[config.mk]
export PLATFORM = sky130hd
export DESIGN_NAME = pipe_stage_reg
export DESIGN_NICKNAME = d
export VERILOG_FILES = /design/src/rtl/pipe_stage_reg.sv
export SDC_FILE = /design/constraint.sdc
export NUM_CORES = 1
export LEC_CHECK = 0
export ABC_AREA = 1
export CAP_MARGIN = 15
export CORE_MARGIN = 1
export CORE_UTILIZATION = 52
export CTS_BUF_LIST = sky130_fd_sc_hd__clkbuf_8 sky130_fd_sc_hd__clkbuf_16
export DETAILED_ROUTE_END_ITERATION = 16
export PLACE_DENSITY = 0.85
export SYNTH_ARGS = -nofsm -noshare
export SYNTH_HDL_FRONTEND = slang
export SYNTH_SLANG_ARGS = --single-unit
[constraint.sdc]
create_clock -name Clk -period 16.9 [get_ports Clk]
set_clock_uncertainty 0.05 [all_clocks]
set_input_delay 3.38 -clock Clk [delete_from_list [all_inputs] [get_ports Clk]]
set_output_delay 3.38 -clock Clk [all_outputs]
set_load 0.01 [all_outputs]
[src/rtl/pipe_stage_reg.sv]
// ---------------------------------------------------------------------------
// pipe_stage_reg
//   Parametrised IF/ID-style pipeline register carrying an (addr, inst) pair
//   over a valid/ready handshake. A main register drives the outputs and a
//   skid register absorbs one overflow beat. Because of this, ready_o is
//   decoded from the state register alone, so ready_i never reaches ready_o
//   combinationally. flush_i squashes everything and leaves a NOP bubble.
//
// Ports
//   Clk          in   clock, rising edge
//   Start        in   synchronous active-low reset
//   addr_i       in   [ADDR_W] upstream address
//   inst_i       in   [INST_W] upstream instruction
//   valid_i      in   upstream beat valid
//   ready_o      out  stage can accept a beat
//   flush_i      in   squash held and incoming beats
//   addr_o       out  [ADDR_W] downstream address
//   inst_o       out  [INST_W] downstream instruction
//   valid_o      out  downstream beat valid
//   ready_i      in   downstream accepts
//   stall_cnt_o  out  [16] cycles with valid_o=1 & ready_i=0 (saturating)
//   bubble_cnt_o out  [16] cycles with valid_o=0 (saturating)
//
// Optional feature macro: PIPE_STAGE_PERF_EN adds stall_cnt_o/bubble_cnt_o.
// ---------------------------------------------------------------------------
module pipe_stage_reg #(
  parameter int                ADDR_W     = 32,
  parameter int                INST_W     = 32,
  parameter logic [INST_W-1:0] NOP_INST   = '0,
  parameter logic [ADDR_W-1:0] RESET_ADDR = '0
) (
  input  logic              Clk,
  input  logic              Start,
  input  logic [ADDR_W-1:0] addr_i,
  input  logic [INST_W-1:0] inst_i,
  input  logic              valid_i,
  output logic              ready_o,
  input  logic              flush_i,
  output logic [ADDR_W-1:0] addr_o,
  output logic [INST_W-1:0] inst_o,
  output logic              valid_o,
  input  logic              ready_i
`ifdef PIPE_STAGE_PERF_EN
  ,
  output logic [15:0]       stall_cnt_o,
  output logic [15:0]       bubble_cnt_o
`endif
);

  typedef enum logic [1:0] {
    S_EMPTY = 2'd0,
    S_ONE   = 2'd1,
    S_FULL  = 2'd2
  } state_t;

  state_t            r_state;
  state_t            w_state_next;
  logic [ADDR_W-1:0] r_addr;
  logic [ADDR_W-1:0] w_addr_next;
  logic [INST_W-1:0] r_inst;
  logic [INST_W-1:0] w_inst_next;
  logic [ADDR_W-1:0] r_skid_addr;
  logic [ADDR_W-1:0] w_skid_addr_next;
  logic [INST_W-1:0] r_skid_inst;
  logic [INST_W-1:0] w_skid_inst_next;
  logic              w_in_fire;
  logic              w_out_fire;

  // Handshake outputs come straight from the state register.
  assign valid_o = (r_state != S_EMPTY);
  assign ready_o = (r_state != S_FULL);
  assign addr_o  = r_addr;
  assign inst_o  = r_inst;

  assign w_in_fire  = valid_i & ready_o;
  assign w_out_fire = valid_o & ready_i;

  always_comb begin
    w_state_next     = r_state;
    w_addr_next      = r_addr;
    w_inst_next      = r_inst;
    w_skid_addr_next = r_skid_addr;
    w_skid_inst_next = r_skid_inst;

    if (flush_i) begin
      // Squash: skid and any incoming beat are dropped, addr_o holds.
      w_state_next = S_EMPTY;
      w_inst_next  = NOP_INST;
    end else begin
      case (r_state)
        S_EMPTY: begin
          if (w_in_fire) begin
            w_state_next = S_ONE;
            w_addr_next  = addr_i;
            w_inst_next  = inst_i;
          end
        end
        S_ONE: begin
          if (w_in_fire && w_out_fire) begin
            w_addr_next = addr_i;
            w_inst_next = inst_i;
          end else if (w_in_fire) begin
            // Downstream stalled: park the new beat, keep main stable.
            w_state_next     = S_FULL;
            w_skid_addr_next = addr_i;
            w_skid_inst_next = inst_i;
          end else if (w_out_fire) begin
            w_state_next = S_EMPTY;
            w_inst_next  = NOP_INST;
          end
        end
        S_FULL: begin
          if (w_out_fire) begin
            w_state_next = S_ONE;
            w_addr_next  = r_skid_addr;
            w_inst_next  = r_skid_inst;
          end
        end
        default: begin
          w_state_next = S_EMPTY;
          w_inst_next  = NOP_INST;
        end
      endcase
    end
  end

  always_ff @(posedge Clk) begin
    if (!Start) begin
      r_state <= S_EMPTY;
      r_addr  <= RESET_ADDR;
      r_inst  <= NOP_INST;
    end else begin
      r_state <= w_state_next;
      r_addr  <= w_addr_next;
      r_inst  <= w_inst_next;
    end
  end

  // Skid contents are only meaningful in FULL, so they need no reset.
  always_ff @(posedge Clk) begin
    r_skid_addr <= w_skid_addr_next;
    r_skid_inst <= w_skid_inst_next;
  end

`ifdef PIPE_STAGE_PERF_EN
  logic [15:0] r_stall_cnt;
  logic [15:0] r_bubble_cnt;

  always_ff @(posedge Clk) begin
    if (!Start) begin
      r_stall_cnt  <= '0;
      r_bubble_cnt <= '0;
    end else begin
      if (valid_o && !ready_i && (r_stall_cnt != 16'hFFFF)) begin
        r_stall_cnt <= r_stall_cnt + 16'd1;
      end
      if (!valid_o && (r_bubble_cnt != 16'hFFFF)) begin
        r_bubble_cnt <= r_bubble_cnt + 16'd1;
      end
    end
  end

  assign stall_cnt_o  = r_stall_cnt;
  assign bubble_cnt_o = r_bubble_cnt;
`endif

endmodule
==> results of run 1 <==
==> cell type report <==
class	instances	share of cell area, %
tap	129	2.27
multi-input combinational	406	23.9
clock buffer	17	5.83
inverter	8	0.423
timing repair buffer	141	19.8
clock inverter	15	2.08
sequential	130	45.7
==> cell families after synthesis <==
group	share of synthesized area [%]
flops	63.4
buf+inv	3.69
compound gates	6.61
simple gates	26.3
==> placed cells by master, fill, tap and decap left out, drive strengths merged <==
master / count
nor3: 34
clkbuf: 17
a21oi: 34
dfxtp: 66
a211oi: 1
o21ai: 32
clkinv: 7
bufinv: 2
nand3: 3
inv: 11
clkdlybuf4s50: 134
nor2: 37
buf: 7
clkinvlp: 3
edfxtp: 64
nand2: 265
==> power groups by stage <==
stage	sequential, mW	clock (mW)	combinational, mW
final	0.347	0.343	0.0803
after floorplan	0.357	0	0.0315
after CTS	0.347	0.345	0.0798
after global routing	0.348	0.360	0.0879
after global placement	0.353	0	0.0763
after detailed placement	0.353	0	0.0788
==> per-layer routing <==
layer	track usage [%]	wire (µm)
met1	32.7	5390
met2	45.7	6700
met3	6.76	869
met4	9.70	162
met5	0	0
==> final timing paths <==
path                to  slack (ps)  cells past startpoint
max          addr_o[8]       11370                      7
min reg2reg  inst_o[6]         410                      2
max reg2reg  addr_o[8]       14020                      8
min          inst_o[6]         410                      2
==> flip-flops by register name, summed over array words and instances (netlist names) <==
register and flops:
addr_o 32, r_skid_addr 32, r_state 2, inst_o 32
r_skid_inst 32
==> critical path, stage by stage <==
cell and delay (ps):
clkdlybuf4s50_1 540, nand2_1 120, nand2_1 110, nand3_2 570, nor2_4 790, o21ai_0 220, nor2_1 180
==> through the flow <==
stage / power, mW / setup slack, ps
floorplan: 0.388 / 8440
global placement: 0.429 / 10980
detailed placement: 0.432 / 10880
CTS: 0.772 / 11370
global route: 0.796 / 11180
finish: 0.771 / 11370
==> flow_summary.yaml, run 1 <==
synthesis:
  synth-main-ff-cell: "dfxtp_1"
  netlist_area_um2: 5110
  synth_seq_cells: 130
  synth-seq-area-share_pct: 63.4
  synth_top_cell_by_area: "edfxtp_1"
  synth_edf_count: 64
  synthesis.nets: 647
  synth_most_common_cell: "nand2_1"
  async_flop_share_pct: 0
  netlist_instances: 578
  synth_warnings: 0
  synth_commonest_cells: "nand2_1, dfxtp_1, edfxtp_1"
  synthTopCellsByArea: "edfxtp_1, dfxtp_1, nand2_1"
  avgSynthCellArea_um2: 8.85
  yosys.area.top_type_share_pct: 37.6
  synth_cell_types: 19
power_and_ir_drop:
  p_seq_share_pct: 45.1
  ir_worst_vdd_uv: 66.1
  internal_power_uw: 590
  powerDensity_nw_per_um2: 109
  pwr-share-comb_pct: 10.4
  p_clk_share_pct: 44.5
  switching_power_uw: 181
  p_leak_nw: 2.83
  swShare_pct: 23.5
routing:
  first_iter_violations: 242
  num_vias: 4392
  drc: 0
  first_pass_iters: 4
  ant_nets: 0
  wl_mm: 13.1
  via_per_inst: 5.19
  detail_route.wl_per_cell_um: 15.5
sta:
  hold_ws_ps: 412
  slew_violations: 0
  max_freq_mhz: 181
  hold_viol: 0
  rsz0062_at_grt: "false"
  post-route-period-util_pct: 32.7
  layout_min_cycle_time_ps: 5530
  tns_ps: 0
  slew-limit-headroom_pct: 27.6
  setup-violations-final: 0
  worstMarginPinSlew_ps: 1080
global_route:
  antenna_found_initial: 0
  grt_util_all_layers_pct: 26.7
  grt_max_degree: 66
  grt_pass1_vias: 4321
  gr-total-overflow: 0
  grt_pass1_wl_mm: 20.7
floorplanning:
  rows: 35
  ios: 135
  core_area_um2: 9370
  fp.dieW_um: 101
  initial_core_util_pct: 54.6
  dieArea_um2: 10200
  die-height_um: 101
placement:
  gp_congestion: 0.756
  place_area_um2: 6510
  dp_hpwl_mm: 8.14
  dpl.cell_count: 812
  io_buffers: 134
cts:
  path_clk_slew_ps: 60
  cts-hold-fix-buffers: 0
  h-tree-depth: 4
  cts_buffers: 17
  post_cts_buffers: 0
  root_buffer: "clkbuf_8"
  cts_resized: 0
  cts.sinks: 130
  clk_path_buf_depth: 2
  clk_latency_ps: 510
  cts_tree: "built"
worst_setup_path:
  reg2reg_from: "r_state[1]"
  cp-end-kind: "flop"
  worstPathMaxFanout: 33
  startpoint: "ready_i"
  worstPathArrival_ps: 5920
  path_class: "input port to flop"
  required_ps: 17290
  start_kind: "input port"
final_layout:
  fin_cells: 846
  syn2layout_area_growth_pct: 38.9
  multi_input_area_um2: 1700
  fill_cells: 695
  finish.instance_area_um2: 7100
  regArea_um2: 3240
  diodes: 0
  drive_above_1_share_pct: 6.00
  nNetsFinal: 773
  fin_util_pct: 75.8
hold_path:
  holdCritStartpoint: "inst_o[6]"
  holdCritPathClass: "flop to flop"
status:
  run_status: "finished clean"
job:
  maxCapViolations: 0
No activity file was read; power rests on OpenSTA's default activity.
==> run 2: changes to the inputs <==
Settings changed: CORE_UTILIZATION 52 to 48, PLACE_DENSITY 0.85 to 0.79.
Clock period 16.9 ns to 5.4 ns, I/O delays scaled along.
==> flow_summary.yaml, run 2 (synthesis results as in run 1) <==
hold_path:
  min_to: "inst_o[15]"
  holdCritPathClass: "flop to flop"
  holdPathStages: 2
  holdCritStartpoint: "inst_o[15]"
sta:
  slew-limit-headroom_pct: 24.2
  layout_min_cycle_time_ps: 3170
  tns_ps: 0
  hold_viol: 0
  setup-violations-final: 0
  worstMarginPinSlew_ps: 1130
  rsz0062_at_grt: "false"
  max_freq_mhz: 315
  final.setup.worst_slack_ps: 2230
  slew_violations: 0
  post-route-period-util_pct: 58.7
final_layout:
  layout_common_cells: "nand2_1, clkdlybuf4s50_1, dfxtp_1"
  multi_input_area_um2: 1700
  nNetsFinal: 773
  drive_above_1_share_pct: 6.14
  syn2layout_area_growth_pct: 41.4
  layout_commonest_cell: "nand2_1"
  fin_cells: 853
  diodes: 0
  fill_cells: 771
  regArea_um2: 3240
  fin_util_pct: 70.0
power_and_ir_drop:
  ir_worst_vdd_uv: 254
  p_leak_nw: 2.88
  powerDensity_nw_per_um2: 368
worst_setup_path:
  required_ps: 5780
  rr_worst_depth: 8
  r2r-end: "addr_o[21]"
  r2r_slack_ps: 2650
  path_class: "input port to flop"
  cp-end-kind: "flop"
  worstPathArrival_ps: 3550
  start_kind: "input port"
  worstPathMaxFanout: 33
  reg2reg_from: "r_state[1]"
routing:
  ant_nets: 0
  detail_route.wl_per_cell_um: 14.9
  via_per_inst: 5.08
  wl_mm: 12.7
  num_vias: 4337
  drc: 0
  first_pass_iters: 7
  first_iter_violations: 253
global_route:
  grt_util_all_layers_pct: 23.9
  grt_max_degree: 66
  gr-total-overflow: 0
  grt_pass1_wl_mm: 20.9
  antenna_found_initial: 0
  grt_pass1_vias: 4368
placement:
  dp_hpwl_mm: 7.94
  pre_cts_slack_ps: 1800
  dpl.cell_count: 820
  gp_congestion: 0.821
  io_buffers: 134
cts:
  h-tree-depth: 4
  post_cts_buffers: 0
  cts-hold-fix-buffers: 0
  cts.sinks: 130
  root_buffer: "clkbuf_8"
  path_clk_slew_ps: 60
  cts_tree: "built"
  clk_latency_ps: 500
  cts_buffers: 17
  cts_resized: 0
  clk_path_buf_depth: 2
status:
  run_status: "finished clean"
floorplanning:
  initial_core_util_pct: 49.5
  ios: 135
  fp.dieW_um: 105
  core_area_um2: 10300
  rows: 37
  die-height_um: 105
  dieArea_um2: 11100
job:
  maxCapViolations: 0
run 2: cell types whose count changed in the layout (fill, tap and decap cells not counted), moves of 2 or more:
cell	before	now
clkinv_4	4	2
clkinv_2	2	0
inv_1	10	8
buf_8	2	0
bufinv_16	2	7
run 2: layout make-up:
type / instances / area share [%]
Clock buffer: 18 / 5.92
Clock inverter: 14 / 3.58
Inverter: 8 / 0.415
Multi-Input combinational cell: 406 / 23.5
Sequential cell: 130 / 44.9
Tap cell: 136 / 2.35
Timing Repair Buffer: 141 / 19.3
run 2: how the worst max path moves through the flow:
stage | startpoint | to | slack (ps) | cells past startpoint
2_1_floorplan | valid_i | r_skid_addr[0] | 1270 | 2
3_3_place_gp | ready_i | addr_o[1] | 1940 | 7
3_5_place_dp | ready_i | addr_o[21] | 1800 | 7
4_1_cts | r_state[0] | ready_o | 2230 | 4
5_1_grt | ready_i | addr_o[3] | 2010 | 7
6_report | ready_i | addr_o[21] | 2230 | 7
run 2: worst max-delay path, stage by stage:
cell and delay (ps):
clkdlybuf4s50_1 580, nand2_1 120, nand2_1 110, nand3_2 560, nor2_4 760, o21ai_0 200, nor2_1 120
run 2: routing by layer:
metal  GRT usage [%]  up-vias  wire, µm
met4            8.65        0       184
met1            31.4     1990      5450
met5               0        -         0
met3            6.31       17       781
met2            38.2      182      6290
li1                -     2148         -
run 2: power by group:
| part | total, mW | switching (mW) | internal (mW) |
|---|---|---|---|
| clock | 1.32 | 0.418 | 0.902 |
| combinational | 0.250 | 0.125 | 0.125 |
| sequential | 1.09 | 0.0201 | 1.07 |
| total | 2.66 | 0.564 | 2.09 |
run 2: stage by stage:
step | total power, mW | hold WS [ps] | area [µm²]
5_1_grt | 2.75 | 428 | 7230
3_3_place_gp | 1.35 | 402 | 6530
3_5_place_dp | 1.35 | 405 | 6530
6_report | 2.66 | 416 | 7230
4_1_cts | 2.67 | 415 | 7220
2_1_floorplan | 1.21 | 438 | 5120
==> variant 1 (flow settings as in run 2) <==
The option `PIPE_STAGE_PERF_EN` is turned on by a define.
--- a/src/rtl/pipe_stage_reg.sv
+++ b/src/rtl/pipe_stage_reg.sv
@@ -24,4 +24,6 @@
 // Optional feature macro: PIPE_STAGE_PERF_EN adds stall_cnt_o/bubble_cnt_o.
 // ---------------------------------------------------------------------------
+`define PIPE_STAGE_PERF_EN
+
 module pipe_stage_reg #(
   parameter int                ADDR_W     = 32,
Formal check against the unedited RTL (old outputs only; new: bubble_cnt_o and stall_cnt_o): equivalent (equiv_simple and equiv_induct, registers matched by name and starting in step).
==> variant 1 against run 2 <==
  * Worst setup slack got worse by 0.26 ns
  * Non-clock buffer count grew 35
  * Synthesized cell count is 52% higher
  * Sequential share of layout area fell by 3.5 points
  * Via count is 47% higher
  * Sequential cell count is 32 higher
  * Synthesized area up 37%
  * Final cell count is 43% higher
  * Wire length up 37%
  * Power increased by 8.4%
  * Largest cell class unchanged
  * Design area rose by 30%
  * Global-route usage shrank 0.32 points
==> variant 1: results (changes against run 2) <==
Routability congestion estimate from global placement: 0.860 (was 0.821). For the post-route met1 wirelength, the log shows 7500 um (was 5450 um). The cell type group with the largest total delay on the critical path is buffers and inverters (was simple AND/OR/NAND/NOR gates). The fraction of met2 tracks used by global routing was 38.8% (was 38.2%). The tools report the post-place setup slack as 1.93 ns (was 1.80 ns). The logs give 0.640 mW (was 0.564 mW) for the net switching power of the design and 3.55 nW (was 2.88 nW) for the leakage power of the design. The net count after synthesis is 951 (was 647). The slack of the worst reg-to-reg path was 2.49 ns (was 2.65 ns); the worst ir drop on vdd was 194 uV (was 254 uV). The power of the sequential group came out at 1.33 mW (was 1.09 mW). Global routing met1 resource utilization: 29.5% (was 31.4%). Top post-synthesis cells by area: sky130_fd_sc_hd__dfxtp_1 28%, sky130_fd_sc_hd__edfxtp_1 27%, sky130_fd_sc_hd__nand2_1 17%, sky130_fd_sc_hd__nand3_1 7.8%, sky130_fd_sc_hd__nor2_1 5.9% (was sky130_fd_sc_hd__edfxtp_1 38%, sky130_fd_sc_hd__dfxtp_1 26%, sky130_fd_sc_hd__nand2_1 19%, sky130_fd_sc_hd__a21oi_1 3.3%, sky130_fd_sc_hd__nor3_1 3.3%). The capture endpoint of the worst hold path is inst_o[4] (was inst_o[15]). For the met3 capacity usage during global routing, the log shows 4.88% (was 6.31%). The xor-xnor portion of the synthesized cell area came out at 1.63% (was 0%). The tools report the sum of routed wire length over all layers as 17400 um (was 12700 um). Top cells by count, synth: 314 x sky130_fd_sc_hd__nand2_1, 109 x sky130_fd_sc_hd__nand3_1, 109 x sky130_fd_sc_hd__nor2_1 (was 264 x sky130_fd_sc_hd__nand2_1, 66 x sky130_fd_sc_hd__dfxtp_1, 64 x sky130_fd_sc_hd__edfxtp_1). The flow ran to the end, and the final reports show no timing, DRC or antenna violations. The first-pass GRT wire length is 27800 um (was 20900 um). Iteration-0 DRC count of the detailed router: 463 (was 253). The relative slew slack was 54.9% (was 24.2%); the total half-perimeter wirelength after legalization and detailed placement was 11200 um (was 7940 um).

The post-synthesis cell type count was 28 (was 19). The logs give 0.292 mW (was 0.250 mW) for the power consumed by combinational cells and 1099 (was 773) for the net count of the finished layout. The layout filler cell count was 1137 (was 771); the post-synthesis compound-gate area fraction was 5.83% (was 6.61%). Critical path endpoint: ready_o (was addr_o[21]).

The tools report the clock insertion delay at the later pin of the skew report as 0.41 ns (was 0.50 ns). The tools report the start point of the worst hold path as inst_o[4] (was inst_o[15]). The tools report the number of global-route vias before repair as 5780 (was 4368).
[variant 1: metrics by stage]
stage | hold WS (ns) | cells
3_5_place_dp | 0.403 | 1189
4_1_cts | 0.412 | 1221
6_report | 0.410 | 1221
3_3_place_gp | 0.398 | 1189
2_1_floorplan | 0.433 | 880
5_1_grt | 0.429 | 1221
[variant 1: final cells by class]
cell class / count / area, um2 / area share [%]
Sequential cell: 162 / 3880 / 41.4
Multi-Input combinational cell: 642 / 2810 / 30.0
Timing Repair Buffer: 176 / 1740 / 18.5
Clock buffer: 19 / 453 / 4.82
Tap cell: 180 / 225 / 2.40
Clock inverter: 13 / 168 / 1.79
Inverter: 29 / 109 / 1.16
[variant 1: kinds of logic (layout without fill, tap and decap cells)]
logic type	after synthesis	after routing
flops	162	162
buf+inv	76	237
xor+xnor	13	13
compound gates	78	78
fa+ha+maj	2	2
simple gates	549	549
==> variant 2 (config.mk and constraints of run 2) <==
Made on the original files. Change the parameter `ADDR_W` from 32 to 36.
--- a/src/rtl/pipe_stage_reg.sv
+++ b/src/rtl/pipe_stage_reg.sv
@@ -25,5 +25,5 @@
 // ---------------------------------------------------------------------------
 module pipe_stage_reg #(
-  parameter int                ADDR_W     = 32,
+  parameter int                ADDR_W     = 36,
   parameter int                INST_W     = 32,
   parameter logic [INST_W-1:0] NOP_INST   = '0,
Ports: changed (resized addr_i and addr_o); port bits go from 135 to 143. No check against the original RTL was run, so the function may have changed too.
==> variant 2 against run 2 <==
  * Global-route usage decreased by 0.69 points
  * Worst setup slack got worse by 0.72 ns
  * Synthesized area increased by 9.7%
  * Design area increased by 4.8%
  * Sequential power increased by 6%
  * Fmax decreased by 19%
  * Synthesized cell count increased by 6.1%
  * Via count increased by 5.3%
  * First-iteration DRC count increased by 29%
  * Die area increased by 9.6%
  * Power decreased by 4.3%
  * Wire length increased by 4.9%
  * Sequential cell count increased by 8
==> variant 2: results (changes against run 2) <==
The number of flops mapped to enable cells by yosys came out at 68 (was 64). The root buffer selected by CTS is sky130_fd_sc_hd__clkbuf_16 (was sky130_fd_sc_hd__clkbuf_8). The tools report the total half-perimeter wirelength after legalization and detailed placement as 8510 um (was 7940 um).

The fraction of met2 tracks used by global routing was 38.3% (was 38.2%). The die outline width is 110 um (was 105 um), and the post-place setup slack is 1.92 ns (was 1.80 ns). Top post-synthesis cells by area: sky130_fd_sc_hd__edfxtp_1 36%, sky130_fd_sc_hd__dfxtp_1 25%, sky130_fd_sc_hd__nand2_1 18%, sky130_fd_sc_hd__a21oi_1 3.0%, sky130_fd_sc_hd__o21ai_0 2.8% (was sky130_fd_sc_hd__edfxtp_1 38%, sky130_fd_sc_hd__dfxtp_1 26%, sky130_fd_sc_hd__nand2_1 19%, sky130_fd_sc_hd__a21oi_1 3.3%, sky130_fd_sc_hd__nor3_1 3.3%). The tools report the number of sequential storage elements as 138 (was 130). The total met2 wirelength after detailed routing was 6390 um (was 6290 um).

The flow ran to the end, and the final reports show no timing, DRC or antenna violations. The met3 capacity usage during global routing came out at 8.17% (was 6.31%). The delay contributed by the slowest stage of the critical path is 0.67 ns (was 0.76 ns), and the detailed-router iteration count before antenna repair is 4 (was 7). The post-synthesis cell type count came out at 24 (was 19). The arrival time of data at the critical path endpoint was 2.76 ns (was 3.55 ns).

The tools report the total routing resource utilization after global routing as 23.2% (was 23.9%). The count of buffers from port buffering works out to 142 (was 134). The tools report the start point of the worst hold path as inst_o[21] (was inst_o[15]).

The run gives 0.812 (was 0.821) as the routability congestion estimate from global placement. The total cell area at the placement stage is 7000 um2 (was 6530 um2). The maximum number of pins on one net before global-route repair was 71 (was 66); the share of layout cells above drive strength 1 was 7.18% (was 6.14%).

The worst-path maximum fanout came out at 70 (was 33). The slack of the worst reg-to-reg path was 2.82 ns (was 2.65 ns). For the sum of routed wire length over all layers, the log shows 13300 um (was 12700 um). The via density per instance works out to 5.11 (was 5.08).
==> variant 2: worst min-delay path by stage <==
stage	to	slack, ns	cells after the start
after global routing	inst_o[22]	0.43	2
after global placement	inst_o[30]	0.40	2
after floorplan	inst_o[0]	0.44	2
after detailed placement	inst_o[10]	0.40	2
after CTS	inst_o[10]	0.41	2
final	inst_o[21]	0.41	2
==> variant 2: logic make-up (layout without fill, tap and decap cells) <==
kind of cell	after synthesis	after routing	share of synthesized area (%)
buffers and inverters	45	184	5.15
and+or+nand+nor	359	359	27.1
AOI/OAI and AO/OA	71	71	6.38
DFF	138	138	61.4
==> variant 2: where the power goes <==
| group | leakage, nW | total [mW] | internal [mW] | switching (mW) |
|---|---|---|---|---|
| combinational | 1.53 | 0.272 | 0.135 | 0.137 |
| clock | 0.296 | 1.12 | 0.705 | 0.415 |
| sequential | 1.19 | 1.15 | 1.13 | 0.0194 |
